===== src/rtl/pnode_pkg.sv =====
`default_nettype none
// ============================================================================
// Module      : pnode_pkg
// Description : Shared widths, pnode field offsets, types and helpers for the
//               pnode tagger.
// Revision    : 1.0 - initial release
// ============================================================================
package pnode_pkg;

   localparam int PNODE_WIDTH = 74;
   localparam int MATCH_WIDTH = 10;
   localparam int TAG_WIDTH   = 8;

   localparam int TAG_MSB = 73;
   localparam int SOP_BIT = 65;
   localparam int EOP_BIT = 64;

   localparam logic [1:0] STAT_ADDR_PKT         = 2'd0;
   localparam logic [1:0] STAT_ADDR_MATCH       = 2'd1;
   localparam logic [1:0] STAT_ADDR_DROP_ERR    = 2'd2;
   localparam logic [1:0] STAT_ADDR_OUTSTANDING = 2'd3;

   typedef struct packed {
      logic [TAG_WIDTH-1:0] tag;
      logic                 sop;
      logic                 eop;
      logic [63:0]          data;
   } pnode_word_t;

   typedef enum logic [0:0] {
      IDLE = 1'b0,
      PKT  = 1'b1
   } tagger_state_t;

   function automatic logic [31:0] sat_inc32(input logic [31:0] v);
      return (v == 32'hFFFF_FFFF) ? v : v + 32'd1;
   endfunction

   function automatic logic [15:0] sat_inc16(input logic [15:0] v);
      return (v == 16'hFFFF) ? v : v + 16'd1;
   endfunction

endpackage
`default_nettype wire


===== src/rtl/pnode_tagger_if.sv =====
`default_nettype none
// ============================================================================
// Module      : pnode_tagger_if
// Description : Rx stream, pnode stream, match result and stats bus bundle.
// Revision    : 1.0 - initial release
// ============================================================================
interface pnode_tagger_if;
   import pnode_pkg::*;

   logic [63:0]            avalon_st_rx_data;
   logic                   avalon_st_rx_sop;
   logic                   avalon_st_rx_eop;
   logic                   avalon_st_rx_valid;
   logic                   avalon_st_rx_ready;
   logic [PNODE_WIDTH-1:0] pnode_data;
   logic                   pnode_valid;
   logic                   pnode_ready;
   logic [MATCH_WIDTH-1:0] match_data_out;
   logic                   match_data_valid;
   logic                   match_data_ack;
   logic [7:0]             result_tag;
   logic                   result_valid;
   logic                   result_err;
   logic [1:0]             avs_stat_address;
   logic                   avs_stat_read;
   logic [31:0]            avs_stat_readdata;

   modport slave (
      input  avalon_st_rx_data, avalon_st_rx_sop, avalon_st_rx_eop, avalon_st_rx_valid,
      output avalon_st_rx_ready,
      output pnode_data, pnode_valid,
      input  pnode_ready,
      input  match_data_out, match_data_valid,
      output match_data_ack, result_tag, result_valid, result_err,
      input  avs_stat_address, avs_stat_read,
      output avs_stat_readdata
   );

   modport master (
      output avalon_st_rx_data, avalon_st_rx_sop, avalon_st_rx_eop, avalon_st_rx_valid,
      input  avalon_st_rx_ready,
      input  pnode_data, pnode_valid,
      output pnode_ready,
      output match_data_out, match_data_valid,
      input  match_data_ack, result_tag, result_valid, result_err,
      output avs_stat_address, avs_stat_read,
      input  avs_stat_readdata
   );

endinterface
`default_nettype wire


===== src/rtl/pnode_skid.sv =====
`default_nettype none
// ============================================================================
// Module      : pnode_skid
// Description : Two-entry valid/ready skid buffer with registered output.
// Revision    : 1.0 - initial release
// ============================================================================
module pnode_skid import pnode_pkg::*; #(
   parameter int WIDTH = PNODE_WIDTH
) (
   input  wire logic             clock,
   input  wire logic             reset,
   input  wire logic [WIDTH-1:0] in_data,
   input  wire logic             in_valid,
   output logic                  in_ready,
   output logic [WIDTH-1:0]      out_data,
   output logic                  out_valid,
   input  wire logic             out_ready
);

   logic [WIDTH-1:0] r_mem [2];
   logic             r_wr_ptr;
   logic             r_rd_ptr;
   logic [1:0]       r_count;
   logic             w_push;
   logic             w_pop;

   assign in_ready  = (r_count != 2'd2);
   assign out_valid = (r_count != 2'd0);
   assign out_data  = r_mem[r_rd_ptr];
   assign w_push    = in_valid && in_ready;
   assign w_pop     = out_valid && out_ready;

   always_ff @(posedge clock) begin
      if (reset) begin
         r_mem[0] <= '0;
         r_mem[1] <= '0;
         r_wr_ptr <= 1'b0;
         r_rd_ptr <= 1'b0;
         r_count  <= 2'd0;
      end else begin
         if (w_push) begin
            r_mem[r_wr_ptr] <= in_data;
            r_wr_ptr        <= ~r_wr_ptr;
         end
         if (w_pop) begin
            r_rd_ptr <= ~r_rd_ptr;
         end
         case ({w_push, w_pop})
            2'b10:   r_count <= r_count + 2'd1;
            2'b01:   r_count <= r_count - 2'd1;
            default: r_count <= r_count;
         endcase
      end
   end

endmodule
`default_nettype wire


===== src/rtl/pnode_tagger.sv =====
`default_nettype none
// ============================================================================
// Module      : pnode_tagger
// Description : Tags rx packets into pnode words, retires match results under
//               a credit limit, exposes stats. Optional result order check
//               enabled by defining PNODE_TAG_ORDER_CHECK_EN.
// Revision    : 1.0 - initial release
// ============================================================================
module pnode_tagger import pnode_pkg::*; #(
   parameter int TAG_WIDTH       = 8,
   parameter int MAX_OUTSTANDING = 16,
   parameter int TAG_INIT        = 0
) (
   input  wire logic     clock,
   input  wire logic     reset,
   pnode_tagger_if.slave bus
);

   localparam logic [7:0] MAX_OUT = 8'(MAX_OUTSTANDING);

   tagger_state_t          r_state;
   logic [TAG_WIDTH-1:0]   r_tag;
   logic [7:0]             r_outstanding;
   logic [31:0]            r_pkt_cnt;
   logic [31:0]            r_match_cnt;
   logic [15:0]            r_drop_cnt;
   logic [15:0]            r_err_cnt;
   logic [31:0]            r_readdata;
   logic [TAG_WIDTH-1:0]   r_result_tag;
   logic                   r_result_valid;
   logic                   r_result_err;

   logic                   w_in_pkt;
   logic                   w_skid_in_ready;
   logic                   w_accept;
   logic                   w_fwd;
   logic                   w_issue;
   logic                   w_drop;
   logic                   w_pop;
   logic                   w_spurious;
   logic                   w_retire;
   logic                   w_integ_err;
   logic                   w_order_err;
   logic [TAG_WIDTH-1:0]   w_match_tag;
   logic [PNODE_WIDTH-1:0] w_word;

   assign w_in_pkt = (r_state == PKT);

   // Credit backpressure only gates packet starts; an open packet always drains.
   assign bus.avalon_st_rx_ready = !reset && w_skid_in_ready &&
                                   !(!w_in_pkt && (r_outstanding == MAX_OUT));

   assign w_accept = bus.avalon_st_rx_valid && bus.avalon_st_rx_ready;
   assign w_fwd    = w_accept && (w_in_pkt || bus.avalon_st_rx_sop);
   assign w_issue  = w_fwd && bus.avalon_st_rx_eop;
   // Stray sop inside a packet and orphan words outside one both count as drops.
   assign w_drop   = w_accept && (w_in_pkt == bus.avalon_st_rx_sop);

   always_comb begin
      w_word                         = '0;
      w_word[TAG_MSB -: TAG_WIDTH]   = r_tag;
      w_word[SOP_BIT]                = bus.avalon_st_rx_sop && !w_in_pkt;
      w_word[EOP_BIT]                = bus.avalon_st_rx_eop;
      w_word[EOP_BIT-1:0]            = bus.avalon_st_rx_data;
   end

   pnode_skid #(
      .WIDTH (PNODE_WIDTH)
   ) u_skid (
      .clock     (clock),
      .reset     (reset),
      .in_data   (w_word),
      .in_valid  (w_fwd),
      .in_ready  (w_skid_in_ready),
      .out_data  (bus.pnode_data),
      .out_valid (bus.pnode_valid),
      .out_ready (bus.pnode_ready)
   );

   assign w_pop              = bus.match_data_valid && !reset;
   assign bus.match_data_ack = w_pop;
   assign w_match_tag        = bus.match_data_out[TAG_WIDTH-1:0];
   assign w_integ_err        = (bus.match_data_out[9:8] != bus.match_data_out[7:6]);
   assign w_spurious         = w_pop && (r_outstanding == 8'd0);
   assign w_retire           = w_pop && !w_spurious;

`ifdef PNODE_TAG_ORDER_CHECK_EN
   logic [TAG_WIDTH-1:0] r_expect_tag;

   always_ff @(posedge clock) begin
      if (reset) begin
         r_expect_tag <= TAG_WIDTH'(TAG_INIT);
      end else if (w_retire) begin
         r_expect_tag <= r_expect_tag + TAG_WIDTH'(1);
      end
   end

   assign w_order_err = w_retire && (w_match_tag != r_expect_tag);
`else
   assign w_order_err = 1'b0;
`endif

   always_ff @(posedge clock) begin
      if (reset) begin
         r_state        <= IDLE;
         r_tag          <= TAG_WIDTH'(TAG_INIT);
         r_outstanding  <= 8'd0;
         r_pkt_cnt      <= 32'd0;
         r_match_cnt    <= 32'd0;
         r_drop_cnt     <= 16'd0;
         r_err_cnt      <= 16'd0;
         r_readdata     <= 32'd0;
         r_result_tag   <= '0;
         r_result_valid <= 1'b0;
         r_result_err   <= 1'b0;
      end else begin
         if (w_accept) begin
            case (r_state)
               IDLE:    if (bus.avalon_st_rx_sop && !bus.avalon_st_rx_eop) r_state <= PKT;
               PKT:     if (bus.avalon_st_rx_eop) r_state <= IDLE;
               default: r_state <= IDLE;
            endcase
         end

         if (w_issue) begin
            r_tag     <= r_tag + TAG_WIDTH'(1);
            r_pkt_cnt <= sat_inc32(r_pkt_cnt);
         end

         case ({w_issue, w_retire})
            2'b10:   r_outstanding <= r_outstanding + 8'd1;
            2'b01:   r_outstanding <= r_outstanding - 8'd1;
            default: r_outstanding <= r_outstanding;
         endcase

         if (w_drop)                     r_drop_cnt  <= sat_inc16(r_drop_cnt);
         if (w_spurious || w_order_err)  r_err_cnt   <= sat_inc16(r_err_cnt);
         if (w_retire)                   r_match_cnt <= sat_inc32(r_match_cnt);

         r_result_valid <= w_pop;
         r_result_err   <= w_pop && (w_integ_err || w_spurious || w_order_err);
         if (w_pop) r_result_tag <= w_match_tag;

         if (bus.avs_stat_read) begin
            case (bus.avs_stat_address)
               STAT_ADDR_PKT:      r_readdata <= r_pkt_cnt;
               STAT_ADDR_MATCH:    r_readdata <= r_match_cnt;
               STAT_ADDR_DROP_ERR: r_readdata <= {r_drop_cnt, r_err_cnt};
               default:            r_readdata <= {24'd0, r_outstanding};
            endcase
         end
      end
   end

   assign bus.result_tag        = r_result_tag;
   assign bus.result_valid      = r_result_valid;
   assign bus.result_err        = r_result_err;
   assign bus.avs_stat_readdata = r_readdata;

endmodule
`default_nettype wire

===== src/flat_wrapper.sv =====
// flat-port wrapper written by rule: the top's interface ports become plain ports
module pnode_tagger_flat import pnode_pkg::*;
#(
   parameter int TAG_WIDTH       = 8,
   parameter int MAX_OUTSTANDING = 16,
   parameter int TAG_INIT        = 0
)
  (clock, reset, bus_avalon_st_rx_data, bus_avalon_st_rx_sop, bus_avalon_st_rx_eop, bus_avalon_st_rx_valid, bus_avalon_st_rx_ready, bus_pnode_data, bus_pnode_valid, bus_pnode_ready, bus_match_data_out, bus_match_data_valid, bus_match_data_ack, bus_result_tag, bus_result_valid, bus_result_err, bus_avs_stat_address, bus_avs_stat_read, bus_avs_stat_readdata);
  pnode_tagger_if bus_i ();
  input  wire logic clock;
  input  wire logic reset;
  input wire logic [$bits(bus_i.avalon_st_rx_data)-1:0] bus_avalon_st_rx_data;
  input wire logic [$bits(bus_i.avalon_st_rx_sop)-1:0] bus_avalon_st_rx_sop;
  input wire logic [$bits(bus_i.avalon_st_rx_eop)-1:0] bus_avalon_st_rx_eop;
  input wire logic [$bits(bus_i.avalon_st_rx_valid)-1:0] bus_avalon_st_rx_valid;
  output wire logic [$bits(bus_i.avalon_st_rx_ready)-1:0] bus_avalon_st_rx_ready;
  output wire logic [$bits(bus_i.pnode_data)-1:0] bus_pnode_data;
  output wire logic [$bits(bus_i.pnode_valid)-1:0] bus_pnode_valid;
  input wire logic [$bits(bus_i.pnode_ready)-1:0] bus_pnode_ready;
  input wire logic [$bits(bus_i.match_data_out)-1:0] bus_match_data_out;
  input wire logic [$bits(bus_i.match_data_valid)-1:0] bus_match_data_valid;
  output wire logic [$bits(bus_i.match_data_ack)-1:0] bus_match_data_ack;
  output wire logic [$bits(bus_i.result_tag)-1:0] bus_result_tag;
  output wire logic [$bits(bus_i.result_valid)-1:0] bus_result_valid;
  output wire logic [$bits(bus_i.result_err)-1:0] bus_result_err;
  input wire logic [$bits(bus_i.avs_stat_address)-1:0] bus_avs_stat_address;
  input wire logic [$bits(bus_i.avs_stat_read)-1:0] bus_avs_stat_read;
  output wire logic [$bits(bus_i.avs_stat_readdata)-1:0] bus_avs_stat_readdata;
  assign bus_i.avalon_st_rx_data = bus_avalon_st_rx_data;
  assign bus_i.avalon_st_rx_sop = bus_avalon_st_rx_sop;
  assign bus_i.avalon_st_rx_eop = bus_avalon_st_rx_eop;
  assign bus_i.avalon_st_rx_valid = bus_avalon_st_rx_valid;
  assign bus_avalon_st_rx_ready = bus_i.avalon_st_rx_ready;
  assign bus_pnode_data = bus_i.pnode_data;
  assign bus_pnode_valid = bus_i.pnode_valid;
  assign bus_i.pnode_ready = bus_pnode_ready;
  assign bus_i.match_data_out = bus_match_data_out;
  assign bus_i.match_data_valid = bus_match_data_valid;
  assign bus_match_data_ack = bus_i.match_data_ack;
  assign bus_result_tag = bus_i.result_tag;
  assign bus_result_valid = bus_i.result_valid;
  assign bus_result_err = bus_i.result_err;
  assign bus_i.avs_stat_address = bus_avs_stat_address;
  assign bus_i.avs_stat_read = bus_avs_stat_read;
  assign bus_avs_stat_readdata = bus_i.avs_stat_readdata;
  pnode_tagger #(.TAG_WIDTH(TAG_WIDTH), .MAX_OUTSTANDING(MAX_OUTSTANDING), .TAG_INIT(TAG_INIT)) u_core (.clock(clock), .reset(reset), .bus(bus_i));
endmodule

===== config.mk =====
export PLATFORM = sky130hd
export DESIGN_NAME = pnode_tagger_flat
export DESIGN_NICKNAME = d
export VERILOG_FILES = /design/src/rtl/pnode_pkg.sv /design/src/rtl/pnode_tagger_if.sv /design/src/rtl/pnode_skid.sv /design/src/rtl/pnode_tagger.sv /design/src/flat_wrapper.sv
export SDC_FILE = /design/constraint.sdc
export NUM_CORES = 1
export LEC_CHECK = 0
export CORE_MARGIN = 2
export CORE_UTILIZATION = 60
export CTS_BUF_LIST = sky130_fd_sc_hd__clkbuf_8
export CTS_CLUSTER_SIZE = 20
export DETAILED_ROUTE_END_ITERATION = 8
export DONT_BUFFER_PORTS = 1
export PLACE_DENSITY = 0.78
export SYNTH_ARGS = -nofsm -noshare
export SYNTH_HDL_FRONTEND = slang
export SYNTH_SLANG_ARGS = --single-unit

===== constraint.sdc =====
create_clock -name clock -period 8.65 [get_ports clock]
set_input_delay 1.73 -clock clock [delete_from_list [all_inputs] [get_ports clock]]
set_output_delay 1.73 -clock clock [all_outputs]
set_load 0.02 [all_outputs]

==> results of run 1 <==
report_power, final:
part           total (mW)  internal [mW]  switching [mW]
combinational       0.284          0.109           0.175
clock                1.23          0.663           0.565
sequential           1.65           1.59          0.0635
per-stage QoR:
step                hold WS [ns]  cells  cell area [µm²]
floorplan                 0.4562   1383            14710
global placement          0.4703   1626            14830
detailed placement        0.4835   1626            14830
CTS                       0.4927   1713            15820
global route              0.5165   1714            15830
finish                    0.4952   1714            15830
cell families (layout without fill, tap and decap cells):
kind of cell,Yosys count,in the layout
buf+inv,116,122
compound gates,201,201
other cells,0,1
flops,308,308
fa+ha+maj,16,16
xor+xnor,29,29
mux,149,149
simple gates,564,564
sequential cells by signal, summed over array words and instances, names as in the netlist, named ones only:
name / cells
u_core.r_pkt_cnt: 32
u_core.r_state: 1
u_core.bus.result_valid: 1
u_core.r_tag: 8
u_core.u_skid.r_wr_ptr: 1
u_core.bus.result_err: 1
u_core.r_drop_cnt: 16
u_core.r_outstanding: 8
u_core.bus.result_tag: 8
u_core.r_match_cnt: 32
u_core.u_skid.r_rd_ptr: 1
u_core.u_skid.r_mem: 148
u_core.r_err_cnt: 16
u_core.u_skid.r_count: 2
u_core.bus.avs_stat_readdata: 32
worst max path at each step:
stage,start,endpoint,slack (ns)
2_1_floorplan,bus_avalon_st_rx_sop,u_core.u_skid.r_mem[0][0],0.20
3_3_place_gp,bus_avalon_st_rx_sop,u_core.r_outstanding[7],3.81
3_5_place_dp,bus_avalon_st_rx_sop,u_core.r_outstanding[7],3.70
4_1_cts,bus_avalon_st_rx_sop,u_core.r_outstanding[4],4.29
5_1_grt,reset,u_core.r_outstanding[6],4.06
6_report,reset,u_core.r_outstanding[6],4.25
cell type report:
type	instances	area [µm²]
Fill cell	1859	8352
Sequential cell	308	7651
Multi-Input combinational cell	959	6628
Clock buffer	64	880.8
Tap cell	324	405.4
Inverter	30	112.6
Clock inverter	23	107.6
Timing Repair Buffer	5	37.54
Antenna cell	1	2.502
worst min-delay path: stages (launching register included):
cell     delay, ns
dfxtp_1       0.33
nand2_1       0.06
mux2i_1       0.06
placed cells by master, fill, tap and decap left out, types with 8 or more instances in the layout:
cell type / n
a211oi_1: 29
a21oi_1: 78
and2_1: 150
clkbuf_8: 64
dfxtp_1: 159
edfxtp_1: 148
ha_1: 15
inv_1: 42
mux2_2: 91
mux2i_1: 47
mux4_2: 8
nand2_1: 44
nand3_1: 29
nand4_1: 35
nor2_1: 136
nor2b_1: 25
nor3_1: 20
nor4_1: 24
o21ai_0: 14
o31ai_1: 36
or3_1: 18
or4_1: 38
xnor2_1: 19
xor2_1: 10
layer usage:
layer / vias to the layer above / global-route usage (%) / wire length, µm / part of all wire [%]
met3: 58 / 6.095 / 2640 / 8.1
met4: 0 / 8.108 / 755 / 2.3
met5: - / 0 / 0 / 0
met1: 5146 / 32.13 / 13580 / 42
met2: 366 / 40.91 / 15670 / 48
li1: 5035 / - / - / -
==> results.yml, run 1 <==
placement:
  pre_cts_ws_ns: 3.699
  port-buffer-count: 0
  dp_hpwl_um: 21440
  globalplace.congestion: 0.9134
detailed_routing:
  first_iter_violations: 950
  num_vias: 10605
  vias_per_cell: 6.187
  drtAntennaViolNets: 0
  finalWirelength_um: 32640
  avgRoutedWirePerCell_um: 19.05
  drtPass1Iterations: 5
  route.detailed.drc: 0
floorplan:
  fp.dieH_um: 160.6
  core_area_um2: 24180
  initial_core_util_pct: 60.82
  die_w_um: 160.6
  ioPinCount: 203
  die_area_um2: 25780
  rows: 57
synthesis:
  synth_top_family_by_area: "simple AND/OR/NAND/NOR gates"
  synth.distinct_cells: 62
  synth_xor_area_share_pct: 1.727
  synth_nets: 1483
  synth_fa_ha_area_share_pct: 1.412
  synth.avg_cell_area_um2: 10.63
  synth_top_area_share_pct: 30.22
  synth-simple-area-share_pct: 21.28
  ys_top_cells_by_area: "edfxtp_1 30%, dfxtp_1 22%, mux2_2 7.0%"
  synth.most_common_cell: "dfxtp_1"
  synthMuxAreaShare_pct: 11.62
  synth_compound_area_share_pct: 8.874
  syn_inst: 1383
  synth-seq-cells: 308
  postSynth.asyncResetShare_pct: 0
  yosysTopAreaCell: "edfxtp_1"
  synth_edf_count: 148
  synth_common_cells: "160 x dfxtp_1, 150 x and2_1, 148 x edfxtp_1"
  synth_area_um2: 14710
  ys_seq_area_share_pct: 52.00
  yosys_most_used_dff: "dfxtp_1"
  ys_warn_count: 0
min_path:
  hold_end: "u_core.r_drop_cnt[6]"
  min_path_cells: 2
  worstHoldStart: "u_core.r_drop_cnt[6]"
  min_path_type: "reg -> reg"
critical_path:
  slowest_delay_ns: 0.62
  r2r_slack_ns: 4.80
  critPathBufInv: 2
  crit_fanout: 182
  r2r-start: "u_core.r_outstanding[3]"
  reg2reg_to: "u_core.r_outstanding[6]"
  critPathArrivalTime_ns: 4.83
  cp-start-kind: "input port"
  cp_cell_sequence: "nor2b_1 -> o31ai_2 -> inv_2 -> ha_1 -> inv_1 -> fa_1 -> nor2b_1 -> o21ai_0 -> a21boi_0 -> o21a_1 -> o211ai_1"
  cp_common_cell: "nor2b_1"
  crit_required_ns: 9.08
  crit_family: "compound AO/OA/AOI/OAI gates"
  path_class: "in -> reg"
  crit_slowest_cell: "nor2b_1"
  r2r_cells: 12
  cp.depth: 11
  critPathCaptureType: "flop"
cts:
  numCtsBuffers: 49
  insertion_delay_ns: 0.57
  hold_buffers: 0
  clk_pin_slew_ns: 0.06
  root_buffer: "clkbuf_8"
  cts_tree: "done"
  cts.path.max_buffers: 3
  post_cts_buffers: 0
  cts_sinks: 308
  htreeDepth: 2
  cts_resized: 0
cells_and_area:
  syn_to_final_growth_pct: 7.615
  layout.nets: 1453
  drive_above_1_share_pct: 14.33
  utilization_pct: 65.46
sta:
  setup_tns_ns: 0
  fin_crit_sh_pct: 50.91
  fmax_mhz: 227.1
  hold_viol_final: 0
  finClkSkew_ns: 0.02574
  worst_slack_ns: 4.247
  slew_headroom_pct: 28.81
  setup_viol_count_final: 0
  finalCriticalPeriod_ns: 4.403
  worstMarginPinSlew_ns: 1.068
  drv_slew: 0
  rsz0062_at_grt: "false"
power_and_ir_drop:
  finalPower_mw: 3.162
  p_leak_nw: 5.583
  ir_drop_v: 0.0001193
  p_per_area_nw_per_um2: 199.8
global_routing:
  globalRouteTotalUtil_pct: 24.73
  grt_pass1_wl_um: 52000
  grt_pass1_vias: 9987
  grt_max_degree: 183
  antenna_found_initial: 1
  grt_overflow_total: 0
status:
  status: "completed"
run:
  cap_violations: 0
Power figures use the tool's default switching activity.
==> run 2: changes to the inputs <==
--- a/config.mk
+++ b/config.mk
@@ -11,7 +11,7 @@
 export CTS_CLUSTER_SIZE = 20
 export DETAILED_ROUTE_END_ITERATION = 8
 export DONT_BUFFER_PORTS = 1
-export PLACE_DENSITY = 0.78
+export PLACE_DENSITY = 0.75
 export SYNTH_ARGS = -nofsm -noshare
 export SYNTH_HDL_FRONTEND = slang
 export SYNTH_SLANG_ARGS = --single-unit
==> constraint.sdc (replaced) <==
create_clock -name clock -period 4.1 [get_ports clock]
set_input_delay 0.82 -clock clock [delete_from_list [all_inputs] [get_ports clock]]
set_output_delay 0.82 -clock clock [all_outputs]
set_load 0.02 [all_outputs]
==> results.yml, run 2 (synthesized netlist as in run 1, its figures left out) <==
status:
  status: "completed"
critical_path:
  cp_cell_sequence: "inv_1 -> ha_1 -> or4b_4 -> nor3_2 -> inv_2 -> ha_1 -> ha_1 -> nor2b_1 -> o21ai_0 -> a21boi_0 -> or3_1 -> a21oi_1"
  path_class: "reg -> reg"
  reg2reg_to: "u_core.r_outstanding[4]"
  r2r_cells: 12
  cp-start-kind: "flop"
  critPathArrivalTime_ns: 3.86
  r2r-start: "u_core.r_state"
  crit_required_ns: 4.60
  crit_slowest_cell: "or4b_4"
  slowest_delay_ns: 0.55
  crit_fanout: 8
  cp_common_cell: "ha_1"
  critPathCaptureType: "flop"
  r2r_slack_ns: 0.73
sta:
  finClkSkew_ns: 0.01294
  hold_viol_final: 0
  setup_viol_count_final: 0
  worstMarginPinSlew_ns: 0.9718
  drv_slew: 0
  slew_headroom_pct: 34.71
  finalCriticalPeriod_ns: 3.365
  fin_crit_sh_pct: 82.08
  rsz0062_at_grt: "false"
  fmax_mhz: 297.2
  setup_tns_ns: 0
min_path:
  hold_end: "u_core.bus.result_tag[1]"
  worstHoldStart: "reset"
  min_path_type: "in -> reg"
  min_path_cells: 1
cts:
  cts_sinks: 308
  clk_pin_slew_ns: 0.06
  root_buffer: "clkbuf_8"
  hold_buffers: 0
  htreeDepth: 2
  numCtsBuffers: 49
  insertion_delay_ns: 0.57
  cts.path.max_buffers: 3
  post_cts_buffers: 0
  cts_resized: 0
  cts_tree: "done"
floorplan:
  ioPinCount: 203
  rows: 57
  fp.dieH_um: 160.6
  core_area_um2: 24180
  die_area_um2: 25780
  initial_core_util_pct: 60.82
  die_w_um: 160.6
global_routing:
  grt_max_degree: 183
  grt_overflow_total: 0
  grt_pass1_vias: 9962
  grt_pass1_wl_um: 50950
  globalRouteTotalUtil_pct: 24.34
  antenna_found_initial: 0
cells_and_area:
  stdcell_area_um2: 15890
  syn_to_final_growth_pct: 8.083
  drive_above_1_share_pct: 14.72
  largest-register: "u_core.u_skid.r_mem"
  layout_common_cells: "159 x dfxtp_1, 150 x and2_1, 148 x edfxtp_1"
  largest_reg_flops: 148
  layout.nets: 1458
  antenna_cells: 0
  final_common_cell: "dfxtp_1"
placement:
  dp_hpwl_um: 21120
  globalplace.congestion: 0.8572
  port-buffer-count: 0
  placed_cell_area_um2: 14900
power_and_ir_drop:
  p_leak_nw: 5.624
  ir_drop_v: 0.0002544
  p_per_area_nw_per_um2: 419.7
detailed_routing:
  vias_per_cell: 6.071
  drtAntennaViolNets: 0
  first_iter_violations: 912
  num_vias: 10461
  finalWirelength_um: 31990
  avgRoutedWirePerCell_um: 18.57
  drtPass1Iterations: 5
  route.detailed.drc: 0
run:
  cap_violations: 0
[run 2: changes by cell type in the layout (fill, tap and decap cells not counted), moves of 2 or more]
cell      previous run  this run
buf_12               0         2
buf_4                5         8
clkbuf_8            64        60
clkinv_1             2         5
clkinv_2             5        10
[run 2: final cells by class]
class,count,area (µm²)
clock buffers,60,825.8
clock inverters,32,171.4
fillers,1824,8283
inverters,30,112.6
multi-input cells,959,6628
flip-flops and latches,308,7651
well taps,324,405.4
repair buffers,10,100.1
[run 2: layer usage]
metal / up-vias / wire length, µm / track usage (%)
met3: 67 / 2083 / 4.881
met4: 0 / 972 / 9.296
met2: 309 / 15270 / 40.54
met5: - / 0 / 0
met1: 5042 / 13670 / 31.55
li1: 5043 / - / -
[run 2: critical path, delay by kind of cell, from the launching register on]
kind	cells	cell delay, ns
adders and majority gates	3	0.89
and+or+nand+nor	4	1.39
buffers and inverters	2	0.17
AOI/OAI and AO/OA	3	0.52
DFF	1	0.33
[run 2: worst max-delay path by stage]
stage | from | end | slack, ns | cells after the start
6_report | u_core.r_state | u_core.r_outstanding[4] | 0.73 | 12
5_1_grt | u_core.r_state | u_core.r_outstanding[7] | 0.47 | 12
4_1_cts | u_core.r_state | u_core.r_outstanding[7] | 0.73 | 12
3_5_place_dp | bus_avalon_st_rx_sop | u_core.r_outstanding[7] | 0.31 | 12
3_3_place_gp | bus_avalon_st_rx_sop | u_core.r_outstanding[7] | 0.35 | 12
2_1_floorplan | bus_avalon_st_rx_sop | u_core.r_outstanding[7] | 0.18 | 14
[run 2: power by group]
| part | total (mW) | switching [mW] | internal [mW] |
|---|---|---|---|
| registers | 3.48 | 0.131 | 3.35 |
| logic | 0.597 | 0.362 | 0.235 |
| clock network | 2.60 | 1.20 | 1.40 |
| total | 6.67 | 1.69 | 4.98 |
[run 2: metrics by stage]
stage               worst slack, ns  instances  hold WS, ns  power [mW]  utilization [%]
floorplan                    0.1835       1383       0.4562       4.073                -
global placement             0.3491       1631       0.4677       4.132            61.62
detailed placement           0.3110       1631       0.4855       4.144            61.62
CTS                          0.7305       1723       0.3005       6.729            65.74
global route                 0.4750       1723       0.3119       6.913            65.74
finish                       0.7347       1723       0.3344       6.671            65.74
